### config.mk
export PLATFORM = sky130hd
export DESIGN_NAME = ps2_scan_sequencer_flat
export DESIGN_NICKNAME = d
export VERILOG_FILES = /design/src/rtl/kbd_pkg.sv /design/src/rtl/ps2_scan_sequencer_if.sv /design/src/rtl/kbd_evt_fifo.sv /design/src/rtl/ps2_scan_sequencer.sv /design/src/flat_wrapper.sv
export SDC_FILE = /design/constraint.sdc
export NUM_CORES = 1
export LEC_CHECK = 0
export ABC_AREA = 0
export ABC_CLOCK_PERIOD_IN_PS = 3100
export CAP_MARGIN = 40
export CORE_MARGIN = 1.5
export CORE_UTILIZATION = 60
export CTS_BUF_LIST = sky130_fd_sc_hd__clkbuf_8
export DETAILED_ROUTE_END_ITERATION = 6
export HOLD_SLACK_MARGIN = 0.15
export PLACE_DENSITY_LB_ADDON = 0.15
export SYNTH_ARGS = -nofsm -noshare
export SYNTH_HDL_FRONTEND = slang
export SYNTH_SLANG_ARGS = --single-unit
### constraint.sdc
create_clock -name clock50 -period 3.1 [get_ports clock50]
set_clock_uncertainty 0.15 [all_clocks]
set_input_delay 0.465 -clock clock50 [delete_from_list [all_inputs] [get_ports clock50]]
set_output_delay 0.465 -clock clock50 [all_outputs]
set_load 0.05 [all_outputs]
### src/rtl/kbd_pkg.sv
// Shared constants and types for the PS/2 scan-code sequencer.
// Holds set-2 prefix bytes, key codes, direction/state enums and the event struct.
package kbd_pkg;

    localparam logic [7:0] PS2_EXT   = 8'hE0;
    localparam logic [7:0] PS2_BRK   = 8'hF0;
    localparam logic [7:0] PS2_PAUSE = 8'hE1;
    localparam logic [7:0] PS2_BAT   = 8'hAA;
    localparam logic [7:0] PS2_ACK   = 8'hFA;

    localparam logic [7:0] KEY_UP    = 8'h75;
    localparam logic [7:0] KEY_RIGHT = 8'h74;
    localparam logic [7:0] KEY_DOWN  = 8'h72;
    localparam logic [7:0] KEY_LEFT  = 8'h6B;

    localparam logic [7:0] KEY_W = 8'h1D;
    localparam logic [7:0] KEY_D = 8'h23;
    localparam logic [7:0] KEY_S = 8'h1B;
    localparam logic [7:0] KEY_A = 8'h1C;

    typedef enum logic [1:0] {
        UP    = 2'd0,
        RIGHT = 2'd1,
        DOWN  = 2'd2,
        LEFT  = 2'd3
    } dir_t;

    typedef enum logic [2:0] {
        S_IDLE    = 3'd0,
        S_EXT     = 3'd1,
        S_BRK     = 3'd2,
        S_EXT_BRK = 3'd3,
        S_SKIP    = 3'd4
    } pstate_t;

    typedef struct packed {
        logic       ext;
        logic       brk;
        logic [7:0] code;
    } kbd_evt_t;

    // Opposite directions differ only in bit 1.
    function automatic logic is_reverse(dir_t a, dir_t b);
        return (a ^ b) == 2'd2;
    endfunction

endpackage

### src/rtl/ps2_scan_sequencer_if.sv
// Receiver-side and consumer-side signals of the scan sequencer.
// master drives bytes and pops; slave is the sequencer.
interface ps2_scan_sequencer_if;
    logic       scan_ready;
    logic [7:0] scan_code;
    logic       read;
    logic       evt_valid;
    logic       evt_ready;
    logic [7:0] evt_code;
    logic       evt_ext;
    logic       evt_break;
    logic [1:0] dir;
    logic       overflow;

    modport master (
        output scan_ready, scan_code, evt_ready,
        input  read, evt_valid, evt_code, evt_ext, evt_break, dir, overflow
    );

    modport slave (
        input  scan_ready, scan_code, evt_ready,
        output read, evt_valid, evt_code, evt_ext, evt_break, dir, overflow
    );
endinterface

### src/rtl/kbd_evt_fifo.sv
// Synchronous event FIFO with wrap-bit pointers and same-cycle push/pop.
// When empty the head output holds the last popped entry.
import kbd_pkg::*;

module kbd_evt_fifo #(
    parameter int DEPTH = 4
) (
    input  logic     clock50,
    input  logic     reset,
    input  logic     push_i,
    input  kbd_evt_t data_i,
    input  logic     pop_i,
    output kbd_evt_t head_o,
    output logic     valid_o,
    output logic     full_o
);
    localparam int AW = $clog2(DEPTH);

    logic [AW:0] wr_q, rd_q;
    kbd_evt_t    mem_q [DEPTH];
    kbd_evt_t    last_q;
    logic        empty, do_push, do_pop;

    assign empty   = (wr_q == rd_q);
    assign full_o  = (wr_q[AW] != rd_q[AW]) &&
                     (wr_q[AW-1:0] == rd_q[AW-1:0]);
    assign do_pop  = pop_i & ~empty;
    assign do_push = push_i & (~full_o | do_pop);
    assign valid_o = ~empty;
    assign head_o  = empty ? last_q : mem_q[rd_q[AW-1:0]];

    always_ff @(posedge clock50) begin
        if (reset) begin
            wr_q   <= '0;
            rd_q   <= '0;
            last_q <= '0;
        end else begin
            if (do_push) wr_q <= wr_q + 1'b1;
            if (do_pop) begin
                rd_q   <= rd_q + 1'b1;
                last_q <= mem_q[rd_q[AW-1:0]];
            end
        end
    end

    always_ff @(posedge clock50) begin
        if (do_push) mem_q[wr_q[AW-1:0]] <= data_i;
    end

endmodule

### src/rtl/ps2_scan_sequencer.sv
// PS/2 set-2 scan sequencer: read handshake, prefix parser, event FIFO, direction latch.
// Define KBD_WASD_EN to let non-extended WASD make codes steer the direction too.
import kbd_pkg::*;

module ps2_scan_sequencer #(
    parameter int FIFO_DEPTH  = 4,
    parameter int SYNC_STAGES = 2
) (
    input logic                 clock50,
    input logic                 reset,
    ps2_scan_sequencer_if.slave bus
);
    logic [SYNC_STAGES-1:0] sync_q;
    logic                   edge_q, read_q, rise;
    logic [7:0]             code_q;
    pstate_t                state_q, state_d;
    logic [2:0]             skip_q, skip_d;
    dir_t                   dir_q, dir_d, req;
    logic                   req_v, emit, overflow_q;
    kbd_evt_t               evt, head;
    logic                   fifo_full, fifo_valid, pop;

    assign rise = sync_q[SYNC_STAGES-1] & ~edge_q;
    assign pop  = fifo_valid & bus.evt_ready;

    always_ff @(posedge clock50) begin
        if (reset) begin
            sync_q     <= '0;
            edge_q     <= 1'b0;
            read_q     <= 1'b0;
            code_q     <= '0;
            state_q    <= S_IDLE;
            skip_q     <= '0;
            dir_q      <= UP;
            overflow_q <= 1'b0;
        end else begin
            sync_q  <= {sync_q[SYNC_STAGES-2:0], bus.scan_ready};
            edge_q  <= sync_q[SYNC_STAGES-1];
            read_q  <= rise;
            if (rise) code_q <= bus.scan_code;
            state_q <= state_d;
            skip_q  <= skip_d;
            dir_q   <= dir_d;
            if (emit && fifo_full && !pop) overflow_q <= 1'b1;
        end
    end

    always_comb begin
        state_d = state_q;
        skip_d  = skip_q;
        if (read_q) begin
            unique case (state_q)
                S_IDLE: begin
                    if (code_q == PS2_EXT) state_d = S_EXT;
                    else if (code_q == PS2_BRK) state_d = S_BRK;
                    else if (code_q == PS2_PAUSE) begin
                        state_d = S_SKIP;
                        skip_d  = 3'd7;
                    end
                end
                S_EXT: begin
                    if (code_q == PS2_BRK) state_d = S_EXT_BRK;
                    else if (code_q != PS2_EXT) state_d = S_IDLE;
                end
                S_BRK:     state_d = S_IDLE;
                S_EXT_BRK: state_d = S_IDLE;
                S_SKIP: begin
                    skip_d = skip_q - 3'd1;
                    if (skip_q == 3'd1) state_d = S_IDLE;
                end
                default: state_d = S_IDLE;
            endcase
        end
    end

    always_comb begin
        emit     = 1'b0;
        evt.code = code_q;
        evt.ext  = 1'b0;
        evt.brk  = 1'b0;
        if (read_q) begin
            unique case (state_q)
                S_IDLE: emit = !(code_q inside
                    {PS2_EXT, PS2_BRK, PS2_PAUSE, PS2_BAT, PS2_ACK});
                S_EXT: begin
                    emit    = (code_q != PS2_EXT) && (code_q != PS2_BRK);
                    evt.ext = 1'b1;
                end
                S_BRK: begin
                    emit    = (code_q != PS2_EXT) && (code_q != PS2_BRK);
                    evt.brk = 1'b1;
                end
                S_EXT_BRK: begin
                    emit    = 1'b1;
                    evt.ext = 1'b1;
                    evt.brk = 1'b1;
                end
                default: emit = 1'b0;
            endcase
        end
    end

    always_comb begin
        req_v = 1'b0;
        req   = UP;
        if (emit && !evt.brk && evt.ext) begin
            req_v = 1'b1;
            unique case (evt.code)
                KEY_UP:    req = UP;
                KEY_RIGHT: req = RIGHT;
                KEY_DOWN:  req = DOWN;
                KEY_LEFT:  req = LEFT;
                default:   req_v = 1'b0;
            endcase
        end
`ifdef KBD_WASD_EN
        else if (emit && !evt.brk) begin
            req_v = 1'b1;
            unique case (evt.code)
                KEY_W:   req = UP;
                KEY_D:   req = RIGHT;
                KEY_S:   req = DOWN;
                KEY_A:   req = LEFT;
                default: req_v = 1'b0;
            endcase
        end
`endif
        dir_d = dir_q;
        if (req_v && !is_reverse(req, dir_q)) dir_d = req;
    end

    kbd_evt_fifo #(.DEPTH(FIFO_DEPTH)) u_fifo (
        .clock50 (clock50),
        .reset   (reset),
        .push_i  (emit),
        .data_i  (evt),
        .pop_i   (pop),
        .head_o  (head),
        .valid_o (fifo_valid),
        .full_o  (fifo_full)
    );

    assign bus.read      = read_q;
    assign bus.evt_valid = fifo_valid;
    assign bus.evt_code  = head.code;
    assign bus.evt_ext   = head.ext;
    assign bus.evt_break = head.brk;
    assign bus.dir       = dir_q;
    assign bus.overflow  = overflow_q;

endmodule

### src/flat_wrapper.sv
// flat-port wrapper written by rule: the top's interface ports become plain ports
module ps2_scan_sequencer_flat 
#(
    parameter int FIFO_DEPTH  = 4,
    parameter int SYNC_STAGES = 2
)
  (clock50, reset, bus_scan_ready, bus_scan_code, bus_evt_ready, bus_read, bus_evt_valid, bus_evt_code, bus_evt_ext, bus_evt_break, bus_dir, bus_overflow);
  ps2_scan_sequencer_if bus_i ();
  input logic clock50;
  input logic reset;
  input wire logic [$bits(bus_i.scan_ready)-1:0] bus_scan_ready;
  input wire logic [$bits(bus_i.scan_code)-1:0] bus_scan_code;
  input wire logic [$bits(bus_i.evt_ready)-1:0] bus_evt_ready;
  output wire logic [$bits(bus_i.read)-1:0] bus_read;
  output wire logic [$bits(bus_i.evt_valid)-1:0] bus_evt_valid;
  output wire logic [$bits(bus_i.evt_code)-1:0] bus_evt_code;
  output wire logic [$bits(bus_i.evt_ext)-1:0] bus_evt_ext;
  output wire logic [$bits(bus_i.evt_break)-1:0] bus_evt_break;
  output wire logic [$bits(bus_i.dir)-1:0] bus_dir;
  output wire logic [$bits(bus_i.overflow)-1:0] bus_overflow;
  assign bus_i.scan_ready = bus_scan_ready;
  assign bus_i.scan_code = bus_scan_code;
  assign bus_i.evt_ready = bus_evt_ready;
  assign bus_read = bus_i.read;
  assign bus_evt_valid = bus_i.evt_valid;
  assign bus_evt_code = bus_i.evt_code;
  assign bus_evt_ext = bus_i.evt_ext;
  assign bus_evt_break = bus_i.evt_break;
  assign bus_dir = bus_i.dir;
  assign bus_overflow = bus_i.overflow;
  ps2_scan_sequencer #(.FIFO_DEPTH(FIFO_DEPTH), .SYNC_STAGES(SYNC_STAGES)) u_core (.clock50(clock50), .reset(reset), .bus(bus_i));
endmodule
==> results.yml <==
outcome:
  status: "finished, final reports clean"
logic_synthesis:
  synth-simple-area-share: 0.150
  ys_types: 50
  synth_top_family_by_area: "simple AND/OR/NAND/NOR gates"
  ys_ff_latch: 79
  syn_inst: 280
  synth_area_leaders: "edfxtp_1, dfxtp_1, mux4_2, mux2_2, a21oi_1"
  synth_top_cell_by_area: "edfxtp_1"
  ys.flop_type: "edfxtp_1"
  synth_mux_area_frac: 0.125
  ys_seq_area_frac: 0.568
  synth.top_cell.area_share: 0.344
  yosysWarnings: 0
  syn_area_sq_um: 3490
  synth_xor_area_frac: 0.0150
  synth_area_per_cell_sq_um: 12.5
  synth_edf_count: 40
  async_reset_ff_frac: 0
  synth_compound_area_frac: 0.0813
  synthesis.nets: 299
  synth_fa_ha_area_frac: 0.0251
grt:
  grt_overflow_total: 0
  grt_max_degree: 19
  grt_pass1_vias: 2195
  grt_pass1_wl_microns: 10900
  track_usage: 0.234
  antenna_found_initial: 0
clock_tree:
  cts_root_buf: "clkbuf_8"
  cts_resized: 0
  max-clock-path-buffers: 2
  cts_setup_buffers: 0
  clk_latency_ns: 0.34
  htreeDepth: 3
  cts_buffers: 9
  clock-sinks: 79
  cts_tree: "built"
  ctsHoldBuffers: 0
  clk_pin_slew_ns: 0.08
placed_design:
  placed_cells: 372
  dp_hpwl_microns: 4550
  io_buffers: 26
  place.gp.congestion: 0.825
worst_setup_path:
  endpoint_kind: "output pin"
  crit_type: "register to output pin"
  required_ns: 2.48
  arrival_ns: 2.02
  start_kind: "register"
  critPathMaxFanout: 7
routing:
  drt-pass1-iter-count: 5
  viasPerCell: 5.76
  wl_microns: 6390
  drc: 0
  ant_nets: 0
  drt-initial-drc-count: 136
  detail_route.wl_per_cell_microns: 16.5
  vias: 2235
pwr:
  power.static_leakage_nw: 1.40
  vdd_drop_max_uv: 336
  finalPower_mw: 2.09
  power_density_nw_per_um2: 509
finish:
  diodes: 0
  fin_nets: 330
  multiInputGateArea_sq_um: 1390
  drive_gt1_frac: 0.218
  final_cells: 388
  fillers: 386
  area_growth_syn_to_layout_pct: 17.8
  register_area_sq_um: 1980
flow_run:
  max-cap-violations: 0
timing:
  slew_headroom: 0.661
  fin_crit_sh: 0.851
  final_max_slew_viol_count: 0
  rsz0062_at_grt: "no"
  fin_tns_setup_ns: 0
  period_needed_ns: 2.64
  hold_viol: 0
  max_slew.worst_pin.slew_ns: 0.507
  fmaxAchievable_mhz: 379
  setup_viol: 0
floorplanning:
  row_count: 27
  dieArea_sq_um: 6290
  fp.dieW_microns: 79.3
  fp.dieH_microns: 79.3
  coreArea_sq_um: 5570
  ios: 27
  initial_core_util: 0.626
min_path:
  hold_path.class: "register to register"
## worst paths after layout
check                                            from                        end  slack, ns  cells past startpoint
worst max-delay path            u_core.u_fifo.wr_q[0]              bus_evt_valid       0.46                      3
worst min-delay path                    u_core.edge_q            u_core.bus.read       0.26                      1
worst max register to register       u_core.code_q[1]  u_core.u_fifo.mem_q[0][2]       0.51                      5
worst min register to register          u_core.edge_q            u_core.bus.read       0.26                      1
## sequential cells by signal, summed over array words and instances, names as in the netlist, 2 cells and up, named ones only
signal,cells
u_core.sync_q,2
u_core.skip_q,3
u_core.u_fifo.wr_q,3
u_core.u_fifo.last_q,10
u_core.state_q,3
u_core.code_q,8
u_core.bus.dir,2
u_core.u_fifo.rd_q,3
u_core.u_fifo.mem_q,40
## power by group
part / internal [mW] / switching [mW] / leakage, nW
registers: 1.11 / 0.0175 / 0.668
logic: 0.118 / 0.131 / 0.626
clock network: 0.375 / 0.346 / 0.105
## through the flow
step	cell area, sq um	hold WS, ns	utilization	setup WS [ns]
global route	4120	0.302	0.738	0.349
floorplan	3490	0.242	-	0.818
CTS	4120	0.270	0.738	0.434
finish	4120	0.264	0.738	0.461
detailed placement	3920	0.258	0.703	0.492
global placement	3910	0.255	0.702	0.537
## synthesized netlist by cell type (all sizes together) (2+ instances only)
master  number
nand3b       2
and3b        2
a21oi       22
mux2i        7
and2         5
a21bo        2
inv         11
nor2b        9
nand2b       3
nor4b        2
a211oi       3
xnor2        4
nor2        24
nand3       16
nand4        4
mux4        10
edfxtp      40
dfxtp       39
clkbuf       8
a31oi        2
and3         2
o211ai       2
mux2        12
a311oi       3
buf          5
nor3b        2
xor2         2
nand2       17
ha           7
## layout by cell type (no fill, tap or decap), types with 3 or more instances in the layout
| cell | n |
|---|---|
| clkinv_2 | 3 |
| nand2_1 | 17 |
| mux2i_1 | 7 |
| mux4_2 | 10 |
| clkdlybuf4s50_1 | 16 |
| buf_4 | 8 |
| a311oi_1 | 3 |
| nand2b_1 | 3 |
| a21oi_1 | 19 |
| nand4_1 | 4 |
| inv_1 | 11 |
| dfxtp_1 | 39 |
| ha_1 | 7 |
| a211oi_1 | 3 |
| buf_12 | 10 |
| and2_1 | 5 |
| mux2_2 | 10 |
| xnor2_1 | 4 |
| nor2_1 | 23 |
| clkbuf_8 | 13 |
| nor2b_1 | 9 |
| nand3_1 | 16 |
| edfxtp_1 | 40 |
## routing by layer
layer | global-route usage | routed length [microns] | vias to the layer above
met4 | 0.0825 | 129 | 0
met1 | 0.304 | 2840 | 1080
met5 | 0 | 0 | -
li1 | - | - | 1084
met2 | 0.379 | 3210 | 58
met3 | 0.0644 | 220 | 13
## critical path, stage by stage (launching register included)
cell	delay, ns
dfxtp_1	0.45
xnor2_1	0.11
nand3_1	0.24
clkdlybuf4s50_1	0.88
## cell type report
cell class,instances,area share
flip-flops and latches,79,0.482
multi-input cells,176,0.337
repair buffers,34,0.102
clock buffers,13,0.0435
well taps,72,0.0219
inverters,11,0.0100
clock inverters,3,0.00365
## cells by family (layout without fill, tap and decap cells)
logic type      Yosys count  count (layout)
simple gates             95              95
compound gates           39              39
flops                    79              79
fa+ha+maj                 7               7
mux                      29              29
xor+xnor                  6               6
buf+inv                  25              61
(Power assumes the default switching activity.)
